===== config.mk =====
export PLATFORM = sky130hd
export DESIGN_NAME = pic_ctrl_sync
export DESIGN_NICKNAME = d
export VERILOG_FILES = /design/src/rtl/pic_ctrl_sync.sv
export SDC_FILE = /design/constraint.sdc
export NUM_CORES = 1
export LEC_CHECK = 0
export CORE_MARGIN = 4
export CORE_UTILIZATION = 25
export DETAILED_ROUTE_END_ITERATION = 10
export HOLD_SLACK_MARGIN = 0.06
export PLACE_DENSITY = 0.38
export SLEW_MARGIN = 30
export SYNTH_ARGS = -nofsm -noshare
export SYNTH_HDL_FRONTEND = slang
export SYNTH_SLANG_ARGS = --single-unit

===== constraint.sdc =====
create_clock -name clk -period 9.7 [get_ports clk]
set_clock_uncertainty 0.1 [all_clocks]
set_input_delay 2.91 -clock clk [delete_from_list [all_inputs] [get_ports clk]]
set_output_delay 2.91 -clock clk [all_outputs]
set_load 0.02 [all_outputs]

===== src/rtl/pic_ctrl_sync.sv =====
// Single-clock 8259-style interrupt controller core: ICW init, OCW control, IRR/ISR, priority, INTA vectoring.
// Optional auto-EOI support is enabled by defining PIC_AEOI_EN.
module pic_ctrl_sync #(
    parameter int N_IRQ    = 8,
    parameter bit EDGE_RST = 1'b0
) (
    input  logic             clk,
    input  logic             rst_n,
    input  logic             wr_n,
    input  logic             rd_n,
    input  logic             a0,
    input  logic [7:0]       din,
    output logic [7:0]       dout,
    output logic             dout_en,
    input  logic [N_IRQ-1:0] irq,
    input  logic             inta_n,
    output logic             intr
);
    localparam int IDW = $clog2(N_IRQ);
    localparam int BW  = 8 - IDW;
`ifdef PIC_AEOI_EN
    localparam logic AEOI_EN = 1'b1;
`else
    localparam logic AEOI_EN = 1'b0;
`endif

    typedef enum logic [1:0] {ICW1_S, ICW2_S, ICW4_S, READY_S} init_t;
    typedef enum logic [1:0] {A_IDLE, A_P1, A_GAP, A_P2} ack_t;

    init_t            init_st, init_nxt;
    ack_t             ack_st, ack_nxt;
    logic             wr_n_q, inta_n_q;
    logic [N_IRQ-1:0] irq_q, irr, isr, imr, irr_nxt, isr_nxt;
    logic [IDW-1:0]   lp, lp_nxt, ack_id;
    logic [BW-1:0]    base;
    logic             ltim, ic4, rd_sel, aeoi, rot_aeoi, ack_spur;

    // Returns {found, id} of the highest-priority set bit; priority starts at p+1 and descends cyclically.
    function automatic logic [IDW:0] pick(input logic [N_IRQ-1:0] v, input logic [IDW-1:0] p);
        logic [IDW:0]   r;
        logic [IDW-1:0] idx;
        r = '0;
        for (int k = N_IRQ-1; k >= 0; k--) begin
            idx = p + IDW'(1) + IDW'(k);
            if (v[idx]) r = {1'b1, idx};
        end
        return r;
    endfunction

    function automatic logic [IDW-1:0] rank(input logic [IDW-1:0] id, input logic [IDW-1:0] p);
        return id - p - IDW'(1);
    endfunction

    logic           wr_ev, inta_fall, inta_rise;
    logic           icw1_ev, icw2_ev, icw4_ev, ocw1_ev, ocw2_ev, ocw3_ev;
    logic           ack_cap, ack_end, req_ok;
    logic [IDW:0]   req, isr_top;
    logic [IDW-1:0] req_id, isr_id, din_id;
    logic           unused_bits;

    assign wr_ev     = !wr_n && wr_n_q;
    assign inta_fall = !inta_n && inta_n_q;
    assign inta_rise = inta_n && !inta_n_q;
    assign icw1_ev   = wr_ev && !a0 && din[4];
    assign icw2_ev   = wr_ev && a0 && (init_st == ICW2_S);
    assign icw4_ev   = wr_ev && a0 && (init_st == ICW4_S);
    assign ocw1_ev   = wr_ev && a0 && (init_st == READY_S);
    assign ocw2_ev   = wr_ev && !a0 && !din[4] && !din[3] && (init_st == READY_S);
    assign ocw3_ev   = wr_ev && !a0 && !din[4] && din[3] && !din[7] && (init_st == READY_S);
    assign ack_cap   = !icw1_ev && (ack_st == A_IDLE) && inta_fall;
    assign ack_end   = !icw1_ev && (ack_st == A_P2) && inta_rise;
    assign din_id    = din[IDW-1:0];
    assign unused_bits = ^din;

    assign req     = pick(irr & ~imr, lp);
    assign isr_top = pick(isr, lp);
    assign req_id  = req[IDW-1:0];
    assign isr_id  = isr_top[IDW-1:0];
    // Fully nested: a request must strictly outrank every in-service level.
    assign req_ok  = req[IDW] && (!isr_top[IDW] || (rank(req_id, lp) < rank(isr_id, lp)));

    always_comb begin
        init_nxt = init_st;
        ack_nxt  = ack_st;
        irr_nxt  = ltim ? irq : (irr | (irq & ~irq_q));
        isr_nxt  = isr;
        lp_nxt   = lp;
        if (icw1_ev) begin
            init_nxt = ICW2_S;
            ack_nxt  = A_IDLE;
            isr_nxt  = '0;
            lp_nxt   = IDW'(N_IRQ-1);
        end else begin
            if (icw2_ev)      init_nxt = ic4 ? ICW4_S : READY_S;
            else if (icw4_ev) init_nxt = READY_S;
            case (ack_st)
                A_IDLE:  if (inta_fall) ack_nxt = A_P1;
                A_P1:    if (inta_rise) ack_nxt = A_GAP;
                A_GAP:   if (inta_fall) ack_nxt = A_P2;
                default: if (inta_rise) ack_nxt = A_IDLE;
            endcase
            if (ocw2_ev) begin
                case (din[7:5])
                    3'b001: if (isr_top[IDW]) isr_nxt[isr_id] = 1'b0;
                    3'b101: if (isr_top[IDW]) begin
                        isr_nxt[isr_id] = 1'b0;
                        lp_nxt = isr_id;
                    end
                    3'b011: isr_nxt[din_id] = 1'b0;
                    3'b111: if (|isr) begin
                        isr_nxt[din_id] = 1'b0;
                        lp_nxt = din_id;
                    end
                    3'b110: lp_nxt = din_id;
                    default: ;
                endcase
            end
            if (ack_cap && req_ok) begin
                isr_nxt[req_id] = 1'b1;
                irr_nxt[req_id] = 1'b0;
            end
            if (ack_end && aeoi && !ack_spur) begin
                isr_nxt[ack_id] = 1'b0;
                if (rot_aeoi) lp_nxt = ack_id;
            end
        end
    end

    always_ff @(posedge clk or negedge rst_n) begin
        if (!rst_n) begin
            init_st <= ICW1_S;
            ack_st  <= A_IDLE;
        end else begin
            init_st <= init_nxt;
            ack_st  <= ack_nxt;
        end
    end

    always_ff @(posedge clk or negedge rst_n) begin
        if (!rst_n) begin
            wr_n_q   <= 1'b1;
            inta_n_q <= 1'b1;
            irq_q    <= '0;
            irr      <= '0;
            isr      <= '0;
            imr      <= '0;
            lp       <= IDW'(N_IRQ-1);
            ltim     <= EDGE_RST;
            ic4      <= 1'b0;
            rd_sel   <= 1'b0;
            aeoi     <= 1'b0;
            rot_aeoi <= 1'b0;
            base     <= '0;
            ack_id   <= '0;
            ack_spur <= 1'b0;
            dout     <= '0;
            dout_en  <= 1'b0;
            intr     <= 1'b0;
        end else begin
            wr_n_q   <= wr_n;
            inta_n_q <= inta_n;
            irq_q    <= irq;
            irr      <= irr_nxt;
            isr      <= isr_nxt;
            lp       <= lp_nxt;
            if (icw1_ev) begin
                ic4    <= din[0];
                ltim   <= din[3];
                imr    <= '0;
                rd_sel <= 1'b0;
                aeoi   <= 1'b0;
            end else begin
                if (icw2_ev) base <= din[7:IDW];
                if (icw4_ev) aeoi <= AEOI_EN & din[1];
                if (ocw1_ev) imr  <= din[N_IRQ-1:0];
                if (ocw2_ev && din[6:5] == 2'b00) rot_aeoi <= AEOI_EN & din[7];
                if (ocw3_ev && din[1]) rd_sel <= din[0];
            end
            if (ack_cap) begin
                ack_id   <= req_ok ? req_id : IDW'(N_IRQ-1);
                ack_spur <= !req_ok;
            end
            intr <= (icw1_ev || ack_cap) ? 1'b0 : ((init_st == READY_S) && req_ok);
            // The vector phase owns the bus; CPU reads only get it otherwise.
            if (ack_nxt == A_P2) begin
                dout    <= {base, ack_id};
                dout_en <= 1'b1;
            end else if (!rd_n) begin
                dout    <= a0 ? 8'(imr) : 8'(rd_sel ? isr : irr);
                dout_en <= 1'b1;
            end else begin
                dout_en <= 1'b0;
            end
        end
    end
endmodule


=== After elaboration in Yosys (flattened, before gate mapping) ===
Index checks and enable logic that the tools add are counted.

* Register bits: 64
* Output and inout port bits: 10

* Add/sub/neg operators: 12
* Order comparisons: 17
* Equal/unequal tests: 15
* Muxes and demuxes: 97
* Bitwise logic cells: 15
* Reductions and logical operators: 53

{| class="wikitable"
|+ Operators with widths
! kind !! number
|-
| $mux W8 || 17
|-
| $mux W4 || 16
|-
| $and A8 B8 Y8 || 6
|-
| $bmux W1 S3 || 16
|-
| $lt A3 B4 Y1 const B || 12
|-
| $not A8 Y8 || 6
|-
| $logic_and A1 B1 Y1 || 29
|-
| $mux W1 || 28
|-
| $pmux W8 S3 || 1
|-
| $mux W2 || 8
|-
| $or A8 B8 Y8 || 2
|-
| $mux W3 || 5
|-
| $add A3 B3 Y3 const B || 4
|-
| $demux W1 S3 || 4
|-
| $ge A3 B1 Y1 const B || 4
|-
| $logic_not A1 Y1 || 11
|-
| $eq A2 B2 Y1 const B || 5
|-
| $eq A3 B3 Y1 const B || 3
|-
| $pmux W3 S3 || 1
|-
| $reduce_bool A2 Y1 || 4
|-
| $reduce_or A8 Y1 || 1
|-
| $add A3 B1 Y3 const B || 2
|-
| $add A3 B2 Y3 const B || 2
|-
| $ne A3 B3 Y1 const B || 2
|-
| other kinds (16) || 20
|}

=== Longest topological paths before layout ===
* Depth in word-level cells: 28
* Gate-level depth with buffers: 26

=== Least setup slack after synthesis ===
No wires, ideal clock.

* Path type: flip-flop to flip-flop
* Start point: register lp[0]
* End point: register isr[1]
* Arrival: 4990 ps
* Data required time: 9480 ps
* Path slack: 4490 ps
* Stages on the path, launching flop included: 23
* Path buffers: 4
* Clock period less this slack: 5210 ps
* Cell sequence: dfstp_2 buf_4 inv_1 buf_2 ha_1 buf_6 mux2_1 mux4_2 nor4_1 a2111oi_2 a2bb2oi_2 ha_1 fa_1 xnor2_1 xnor2_1 ha_1 a21oi_1 o22ai_2 nor2_2 and2_1 buf_4 and3_1 a31o_1

* Longest elaborated chain between the ends: 28

{| class="wikitable"
|+ RTL lines
! item !! RTL line !! source
|-
| start: declaration || 34 || <nowiki>logic [IDW-1:0] lp, lp_nxt, ack_id;</nowiki>
|-
| start signal: assignment || 147 || <nowiki>lp <= IDW'(N_IRQ-1);</nowiki>
|-
| start signal: assignment || 165 || <nowiki>lp <= lp_nxt;</nowiki>
|-
| $add A3 B1 Y3 || 44 || <nowiki>idx = p + IDW'(1) + IDW'(k);</nowiki>
|-
| $add A3 B3 Y3 || 44 ||
|-
| $bmux W1 S3 || 45 || <nowiki>if (v[idx]) r = {1'b1, idx};</nowiki>
|-
| $mux W1 (implied by the code) || 45 ||
|-
| $mux W4 (8 in series) || 45 ||
|-
| $lt A3 B4 Y1 (implied by the code) / $ge A3 B1 Y1 (equally long branches) || 104, 106 ||
|-
| $logic_and A1 B1 Y1 (implied by the code) || 104, 106 ||
|-
| $mux W1 (implied by the code) || 104, 106 ||
|-
| [... 6 more ...] || n/a ||
|-
| $mux W8 || 88 || <nowiki>if (icw1_ev) begin</nowiki>
|-
| $or A8 B8 Y8 (no line) || n/a ||
|-
| $mux W8 (*) || 118 || <nowiki>if (ack_cap && req_ok) begin</nowiki>
|-
| $mux W8 (*) || 88 ||
|-
| $and A8 B8 Y8 (no line) || n/a ||
|-
| $mux W8 (*) || 122 || <nowiki>if (ack_end && aeoi && !ack_spur) begin</nowiki>
|-
| $mux W8 (*) || 88 ||
|-
| net isr_nxt[1] || 33 || <nowiki>logic [N_IRQ-1:0] irq_q, irr, isr, imr, irr_nxt, isr_nxt;</nowiki>
|-
| end signal: assignment || 164 || <nowiki>isr <= isr_nxt;</nowiki>
|-
| end: declaration || 33 ||
|}

Mark *: on every way through the listed nets, which the timed path passes. The rest lies on a longest branch. The select of a mux whose other input is x is not followed.
A chain may end at the register's enable or synchronous reset.

=== Worst setup path after layout ===
* Start point: register lp[0]
* End point: register isr[7]

The elaborated chain is that of the path after synthesis.

==> results_dict.tcl <==
set metrics [dict create \
    outcome "completed" \
    layout-area-overhead-vs-synth_pct 15.4 \
    p_int_mw 1.14 \
    post_cts_resize_count 0 \
    max_slew_violation_count 0 \
    clock_tree_from_tritoncts "yes" \
    drt-initial-drc-count 376 \
    worstSkewPairLatency_ns 0.33 \
    netlist_instances 561 \
    pwr_dens_mw_per_mm2 372 \
    postCtsSetupRepairBufs 0 \
    critical_path_class "reg2reg" \
    die_area_mm2 0.0229 \
    detail_routed_net_length_per_standard_cell_um 20.9 \
    unrepaired_setup_endpoints_after_global_routing "false" \
    crit_start_category "register" \
    final.min_clock_period_ns 6.84 \
    critPathMaxFanout 37 \
    antenna_violating_nets_left 0 \
    maximum_buffer_depth_of_the_clock_tree 2 \
    wl_um 17600 \
    synth_top_family_by_area "compound AO/OA/AOI/OAI gates" \
    synth.cell_area_mm2 0.00513 \
    max_slew_margin_pct 41.6 \
    grt_pass1_wl_um 27900 \
    synth_xor_xnor_area_share_pct 2.88 \
    grt_pass1_vias 4671 \
    final_cell_count_no_fill 844 \
    synth_fp_nets 591 \
    post_cts_hold_buffer_count 0 \
    synth-seq-area-share_pct 30.4 \
    htree_num_levels 3 \
    seq_power_share_pct 22.3 \
    power.combinational.fraction_pct 62.9 \
    port_buffers 31 \
    postSynth.asyncResetShare_pct 100 \
    globalRouteTotalUtil_pct 16.0 \
    initial_utilization_pct 25.4 \
    num-nets-final 599 \
    placedCellCount 828 \
    finalSetupTns_ns 0 \
    worst_slew_pin_slew_ns 0.876 \
    clock_sink_count 62 \
    cts_root_buf "clkbuf_16" \
    synth_adder_area_share_pct 2.24 \
    yosysUniqueCellTypes 83 \
    post_synthesis_average_cell_area_um2 9.15 \
    synth_compound_gate_area_share_pct 21.8 \
    antenna_found_initial 0 \
    route.vias.total 4542 \
    report.final.setup_viol 0 \
    worst_ir_drop_vdd_uv 163 \
    r2r_cells 21 \
    switching_power_mw 1.06 \
    hold_viol_final 0 \
    hold-path-cell-count 2 \
    final_layout_size_suffix_gt1_share_pct 14.1 \
    netSwitchingFraction_pct 48.3 \
    required_time_at_the_worst_slack_endpoint_ns 9.85 \
    coreArea_mm2 0.0202 \
    clk_pin_slew_worst_paths_ns 0.06 \
    synth-warning-count 0 \
    synth_enable_flop_cells 0 \
    f_max_mhz 146 \
    io-pin-count 32 \
    vias_per_cell 5.38 \
    die_height_um 151 \
    arrival_worst_endpoint_ns 6.99 \
    antenna_cells_inserted 0 \
    dpl.hpwl_um 12900 \
    finalCritPeriodShare_pct 70.6 \
    grt_start_max_net_pins 63 \
    total_leakage_power_nw 2.36 \
    synth.mux.area_fraction_pct 18.2 \
    detail_route.drc_violations 0 \
    die_x_um 151 \
    share_clk_of_total_power_pct 14.8 \
    dominant_register_cell_in_the_synthesized_netlist "dfrtp_1" \
    cts_made_buffers 9 \
    remaining_global_route_overflow 0 \
    yosys_register_bits 62 \
    hold_path_class "reg2reg" \
    max_cap_violations 0 \
    drt_pre_antenna_iters 5 \
    critical_path.endpoint_type "register" \
    synthSimpleGateAreaFrac_pct 19.5 \
    routabilityCongestion 0.853 \
    floorplan.rows 52 \
]
-- cells by family after synthesis --
family | Yosys count
AND/OR/NAND/NOR | 195
AO/OA/AOI/OAI | 163
multiplexers | 64
flip-flops | 62
buffers and inverters | 57
XOR/XNOR | 12
adder cells (fa/ha/maj) | 8
-- cell usage after synthesis, types with 4 or more instances --
cell type	instances	area share [%]
xnor2_1	7	1.2
mux4_2	19	8.3
o21ai_0	36	3.5
dfstp_2	5	2.6
or3_1	6	0.73
a31oi_1	11	1.3
a22o_1	7	1.2
clkbuf_1	25	1.8
nor3b_1	6	0.88
a21boi_1	5	0.73
nand2b_1	28	3.4
a21oi_1	41	4.0
nand3_1	11	1.1
and3_1	4	0.49
ha_1	6	1.5
nor3_1	11	1.1
nand2_1	40	2.9
buf_2	5	0.49
mux2_2	13	2.9
inv_1	17	1.2
and2_1	6	0.73
dfrtp_1	57	28
nor2_1	54	4.0
mux2i_1	26	5.1
o221ai_1	4	0.68
buf_4	4	0.59
o211ai_1	5	0.73
nor2b_1	11	1.3
-- worst max-delay path: stages (launching register included) --
cell,delay [ns]
dfstp_2,1.11
inv_1,0.55
ha_1,0.46
buf_4,0.33
inv_2,0.23
mux4_2,0.43
mux2_2,0.35
nor3b_1,0.15
o21ai_0,0.19
a31oi_1,0.12
o21ai_2,0.34
inv_1,0.25
fa_1,0.45
xnor2_1,0.15
xnor2_1,0.15
ha_1,0.31
a21oi_1,0.16
o22ai_2,0.13
nor2_2,0.15
and2_1,0.30
a311oi_1,0.13
nor3_1,0.21
-- flip-flops by register name, summed over array words and instances (netlist names), 2 cells and up --
signal,flops
ack_id,3
ack_st,2
base,5
dout,8
imr,8
init_st,2
irq_q,8
irr,8
isr,8
lp,3
-- layout by cell type (no fill, tap or decap), types with 9 or more instances in the layout --
master,synthesis,routed
inv_1,17,17
mux4_2,19,19
dfrtp_1,57,57
clkdlybuf4s50_1,0,30
nand3_1,11,11
mux2i_1,26,26
nor2b_1,11,11
clkbuf_16,0,9
a21oi_1,41,41
nor3_1,11,10
a31oi_1,11,11
mux2_2,13,13
nor2_1,54,54
nand2b_1,28,28
o21ai_0,36,36
nand2_1,40,40
-- final cells by class --
class                   instances  area, um^2
clock buffers                   9         225
flip-flops and latches         62        1560
well taps                     270         338
inverters                      19        71.3
clock inverters                 7        73.8
multi-input cells             442        3320
repair buffers                 35         335
fillers                      2149       14300
-- worst paths after layout --
kind                            startpoint      end  slack [ns]
worst max-delay path                 lp[0]   isr[7]        2.86
worst min-delay path               base[1]  dout[4]        0.38
worst max register to register       lp[0]   isr[7]        2.86
worst min register to register     base[1]  dout[4]        0.38
max in group asynchronous            rst_n   isr[4]        6.29
min in group asynchronous            rst_n  dout[5]        2.65
-- metal layers --
metal	global-route usage, %	wire [um]	vias up
met2	25.6	8190	135
met5	0	0	-
met3	2.42	716	22
li1	-	-	2104
met4	5.03	350	0
met1	22.1	8370	2281
-- stage by stage --
step | setup slack (ns) | total power, mW | hold slack (ns) | area [um^2] | util, %
finish | 2.86 | 2.20 | 0.383 | 5920 | 29.3
global route | 2.29 | 2.36 | 0.419 | 5920 | 29.3
global placement | 2.94 | 1.86 | 0.361 | 5620 | 27.8
detailed placement | 2.81 | 1.87 | 0.375 | 5620 | 27.8
CTS | 2.79 | 2.20 | 0.388 | 5920 | 29.2
floorplan | 4.49 | 1.47 | 0.344 | 5130 | -
-- power by group through the flow --
stage / sequential, mW / combinational, mW / clock [mW]
6_report: 0.491 / 1.38 / 0.325
5_1_grt: 0.510 / 1.51 / 0.342
2_1_floorplan: 0.420 / 1.05 / 0
3_5_place_dp: 0.497 / 1.37 / 0
4_1_cts: 0.493 / 1.38 / 0.330
3_3_place_gp: 0.497 / 1.37 / 0
No activity file was read; power rests on OpenSTA's default activity.
==> patch 1, RTL diff (same settings) <==
Make the reset (`rst_n`) synchronous in 2 clocked blocks.
--- a/src/rtl/pic_ctrl_sync.sv
+++ b/src/rtl/pic_ctrl_sync.sv
@@ -128,3 +128,3 @@
 
-    always_ff @(posedge clk or negedge rst_n) begin
+    always_ff @(posedge clk) begin
         if (!rst_n) begin
@@ -138,3 +138,3 @@
 
-    always_ff @(posedge clk or negedge rst_n) begin
+    always_ff @(posedge clk) begin
         if (!rst_n) begin
Formal check against the unedited RTL: differs if rst_n is asserted again (counterexample within 4 cycles, from zero or initial values and one cycle with rst_n low); with rst_n held inactive, the same outputs for 4 cycles.
==> patch 1 against the unedited design <==
Final area shrank 1.2%; sequential cell count is the same; synthesized cell count increased by 6.1%; via count is 3.3% higher; setup slack better by 0.13 ns; routed wire length down 2.5%; area after synthesis is 1.1% lower; critical endpoint is now irr[5].
Power is not compared: it rests on default switching activity, and its combinational part moved more than twofold at a synthesized area within 25%.
==> patch 1: results (changes against the unedited design) <==
** Yosys
- Complex-gate fraction of the synthesized area :: 0.2392 (+0.02146)
- The adder-cell area share of the yosys netlist is 0.02269 (+0.0002545).
- Number of distinct standard cells referenced by the synthesized netlist :: 83 (unchanged)
- Xor/xnor cell area share of the yosys netlist :: 0.03231 (+0.003532)
- Area contributors post-synth :: sky130_fd_sc_hd__dfxtp_1, sky130_fd_sc_hd__mux2i_1, sky130_fd_sc_hd__mux4_2
- Most frequent cells after synthesis :: sky130_fd_sc_hd__nor2_1, sky130_fd_sc_hd__dfxtp_1, sky130_fd_sc_hd__nand2_1, sky130_fd_sc_hd__mux2i_1, sky130_fd_sc_hd__a21oi_1
- The fraction of registers with async set/reset came to 0 (-1.000).
- For this run, the leading register cell type out of synthesis is sky130_fd_sc_hd__dfxtp_1.
- Synth warn :: 0 (unchanged)
- The post-synthesis cell count is 595 (+6.1%).
- The sequential share of the synthesized area was 0.2446 (-0.05895).
- The share of synthesized area spent on multiplexers is 0.1951 (+0.01267).

** Route
- DRT Wirelength :: 17.20 mm (-2.5%)
- The average routed wire per standard cell was 19.72 um (-5.6%).
- The number of DRC markers in iteration 0 came to 372 (-1.1%).
- Via count of the routed design :: 4693 (+3.3%)
- The iteration count of the initial detailed-routing pass came to 5 (unchanged).

** Placement
- Placed Cells :: 857 (+3.5%)
- Worst slack, placed :: 2.990 ns (+0.1786 ns)
- Post-detailed-placement cell area :: 5553 sq um (-1.2%)
- The HPWL after detailed placement was 12.96 mm (+0.22%).
- The placer's final routability congestion estimate was 0.8385 (-1.7%).

** Pwr
- Pleak :: 2.222 nW
- The worst-case IR drop observed on VDD is 0.08943 mV.

** Critical path
- For this design, the slowest cell found on the critical path is sky130_fd_sc_hd__mux4_1.
- The delay of the slowest cell on the worst path came to 0.75 ns (-0.36 ns).
- Reg-to-reg startpoint :: lp[0]
- STA classifies the critical path startpoint as a register.
- Largest fanout on the critical path :: 42 (+14%)
- Crit path arrival time :: 6.80 ns (-0.19 ns)

** Hold path
- Worst Min Path Start :: base[4]

** Layout
- The number of nets in the layout was 633 (+5.7%).
- Ratio of cells with drive above 1 in the final layout :: 0.1269 (-0.01426)
- Diode count :: 0 (unchanged)

** Clocking
- Maximum buffer depth of the clock tree :: 2 (unchanged)
- Clock-pin slew was measured on the worst setup and hold paths at 0.05 ns.
- The maximum level of the CTS H-tree came to 3 (unchanged).
- The post-CTS setup-driven buffer insertion count came to 0 (unchanged).
- The clock latency on the worst-skew pair is 0.33 ns (about the same).
- The tree is rooted in a sky130_fd_sc_hd__clkbuf_16.

** STA
- Pin slew with the least headroom to its limit :: 0.9065 ns (+0.03017 ns)
- The number of pins exceeding their max-slew limit in the final report came to 0 (unchanged).
- The number of failing setup endpoints in the final timing report was 0 (unchanged).

** Status
- Run status :: completed

** Global routing
- The largest net degree at the start of global routing came to 43 (-32%).
- The global-route usage over all layers is 0.1542 (-0.005522).
- The via count of the first global-routing pass is 4632 (-0.83%).
- Global-route wire length before repair :: 27.08 mm (-2.9%)
- The number of antenna violations at the first check in global routing is 1 (+1).
patch 1: critical path: cells and delay by family (launching register included):
kind                       cells  cell delay, ns
adders and majority gates      3            1.34
AOI/OAI and AO/OA              4            0.74
xor gates and xnor gates       2            0.29
and+or+nand+nor                5            1.31
DFF                            1            0.30
buffers and inverters          4            1.44
muxes                          2            1.05
patch 1: layout make-up:
class / count / area (sq um)
fill: 2083 / 13870
multi-input combinational: 474 / 3568
sequential: 62 / 1241
clock buffer: 12 / 266.5
inverter: 20 / 75.07
timing repair buffer: 36 / 347.8
clock inverter: 3 / 18.77
tap: 265 / 331.6
patch 1: cells by family after synthesis:
family | count (synthesis)
and+or+nand+nor | 214
AOI/OAI and AO/OA | 168
muxes | 72
DFF | 62
buffers and inverters | 59
xor gates and xnor gates | 12
adders and majority gates | 8
patch 1: power by group:
group / internal [mW] / total [mW] / leakage [nW] / switching, mW
sequential: 0.267 / 0.280 / 0.507 / 0.0137
clock: 0.192 / 0.305 / 0.144 / 0.113
combinational: 0.0766 / 0.189 / 1.57 / 0.113
total: 0.535 / 0.775 / 2.22 / 0.240
patch 1: per-layer routing:
metal / GRT usage / wire (um) / vias up
li1: - / - / 2250
met1: 0.2148 / 8104 / 2287
met2: 0.2471 / 8046 / 132
met3: 0.01987 / 735 / 24
met4: 0.04986 / 310 / 0
met5: 0 / 0 / -
patch 1: final timing paths:
path	end	slack, ns	cells after the start
min	base[4]	0.39	2
max	irr[5]	2.98	20
max reg2reg	irr[5]	2.98	20
min reg2reg	base[4]	0.39	2
==> patch 2, RTL diff (config.mk and constraints unchanged) <==
Without the edit above. `EDGE_RST`: 1'b0 -> 1'b1.
--- a/src/rtl/pic_ctrl_sync.sv
+++ b/src/rtl/pic_ctrl_sync.sv
@@ -4,3 +4,3 @@
     parameter int N_IRQ    = 8,
-    parameter bit EDGE_RST = 1'b0
+    parameter bit EDGE_RST = 1'b1
 ) (
Formal check against the unedited RTL: not equivalent (a bounded check fails within 4 cycles, from zero or initial values and one cycle with rst_n low).
==> patch 2 against the unedited design <==
Critical path depth did not move; routed wire length fell by 1.3%; maximum frequency fell by 6.6%; power fell by 2.2%; count of clock-buffer cells in the layout rose by 1; final area fell by 0.80%; highest routed layer unchanged; die area barely moved; critical endpoint unchanged; area after synthesis barely moved; setup slack got worse by 0.49 ns; sequential cell count did not move.
==> patch 2: results (changes against the unedited design) <==
** Layout
- Fraction of standard cell area in multi-input logic :: 0.5649 (+0.004113)
- Number of standard cells in the layout, taps in and fillers out :: 842 (-0.24%)
- Clock tree cell share of total cell area :: 0.04558 (-0.004916)
- Sequential share of cell area :: 0.2654 (+0.002344)
- The proportion of layout cells with a drive suffix above 1 came to 0.1381 (-0.003003).
- Count of nets after finishing :: 597 (-0.33%)
- The layout clock buffer count is 10 (+1).
- Multi-input gate area :: 3318 sq um (about the same)
- Total of plain and repair buffers excluding clock buffers :: 33 (-5.7%)
- The number of fill cells was 2164 (+0.70%).

** STA
- Normalized max-slew margin :: 0.2601 (-0.1557)

** Placement
- Final Wtd Congestion :: 0.8421 (-1.3%)
- The total placed instance area was 5607 sq um (-0.20%).
- The worst setup slack before clock tree synthesis came to 2.418 ns (-0.3933 ns).
- Placed Cells :: 826 (-0.24%)
- HPWL reported at the end of detailed placement :: 12.63 mm (-2.3%)

** Global routing
- The global-route usage over all layers is 0.1542 (-0.005475).
- The global-route wire length before repair was 27.07 mm (-2.9%).
- The global-route met1 utilization was 0.2223 (+0.001364).
- Met2 Resource Use GR :: 0.2454 (-0.01089)
- Via count of the first global-routing pass :: 4582 (-1.9%)

** Route
- Met2 routed wirelength :: 8.082 mm (-1.3%)
- Met1 Routed Length :: 8.383 mm (+0.12%)
- Met3 layer wire length in the routed design :: 610 um (-15%)
- The detailed-route via count was 4491 (-1.1%).
- The number of DRC markers in iteration 0 is 364 (-3.2%).
- The average routed wire per standard cell is 20.67 um (-1.0%).
- The iteration count of the initial detailed-routing pass was 6 (+1).

** Pwr
- The net switching power of the design is 1.045 mW (-1.7%).
- Peak supply drop :: 0.1302 mV (-20%)
- The leakage dissipation was 2.330 nW (-1.3%).

** Status
- The run finished with clean final reports.

** Clocking
- Clock Sinks :: 62 (unchanged)

** Yosys
- Area contributors post-synth :: sky130_fd_sc_hd__dfrtp_1, sky130_fd_sc_hd__mux4_2, sky130_fd_sc_hd__mux2i_1
- The sequential share of the synthesized area was 0.3038 (about the same).
- The adder-cell area share of the yosys netlist came to 0.02243 (about the same).
- Most frequent cells after synthesis :: sky130_fd_sc_hd__dfrtp_1, sky130_fd_sc_hd__nor2_1, sky130_fd_sc_hd__a21oi_1, sky130_fd_sc_hd__nand2_1, sky130_fd_sc_hd__o21ai_0
- The complex-gate fraction of the synthesized area came to 0.2177 (about the same).
- Xor/xnor cell area share of the yosys netlist :: 0.02877 (about the same)

** Critical path
- Crit path arrival time :: 7.46 ns (+0.47 ns)
- The maximum fanout encountered on the critical timing path is 39 (+5.4%).

** Hold path
- Cell count of the worst hold path :: 2 (unchanged)
## patch 2: cell count changes after synthesis
| cell | unedited run | this run |
|---|---|---|
| sky130_fd_sc_hd__dfstp_2 | 5 | 6 |
| sky130_fd_sc_hd__dfrtp_1 | 57 | 56 |
## patch 2: worst max-delay path, cell delays in order, from the launching register on
cell and delay [ns]:
sky130_fd_sc_hd__dfstp_2 1.11, sky130_fd_sc_hd__inv_1 0.56, sky130_fd_sc_hd__ha_2 0.66, sky130_fd_sc_hd__buf_4 0.49, sky130_fd_sc_hd__inv_2 0.26, sky130_fd_sc_hd__mux4_2 0.44
sky130_fd_sc_hd__mux2_2 0.36, sky130_fd_sc_hd__nor3b_1 0.15, sky130_fd_sc_hd__o21ai_0 0.18, sky130_fd_sc_hd__a31oi_1 0.13, sky130_fd_sc_hd__o21ai_2 0.34, sky130_fd_sc_hd__inv_1 0.25
sky130_fd_sc_hd__fa_1 0.46, sky130_fd_sc_hd__xnor2_1 0.15, sky130_fd_sc_hd__xnor2_1 0.16, sky130_fd_sc_hd__ha_1 0.30, sky130_fd_sc_hd__a21oi_1 0.16, sky130_fd_sc_hd__o22ai_2 0.13
sky130_fd_sc_hd__nor2_2 0.15, sky130_fd_sc_hd__and2_1 0.28, sky130_fd_sc_hd__a311oi_1 0.13, sky130_fd_sc_hd__nor3_1 0.22
## patch 2: final timing paths
check                           startpoint       to  slack (ns)
worst max-delay path                 lp[0]   isr[7]        2.37
worst min-delay path                   ic4      ic4        0.38
worst max register to register       lp[0]   isr[7]        2.37
worst min register to register         ic4      ic4        0.38
max in group asynchronous            rst_n   imr[2]        6.29
min in group asynchronous            rst_n  base[4]        2.66
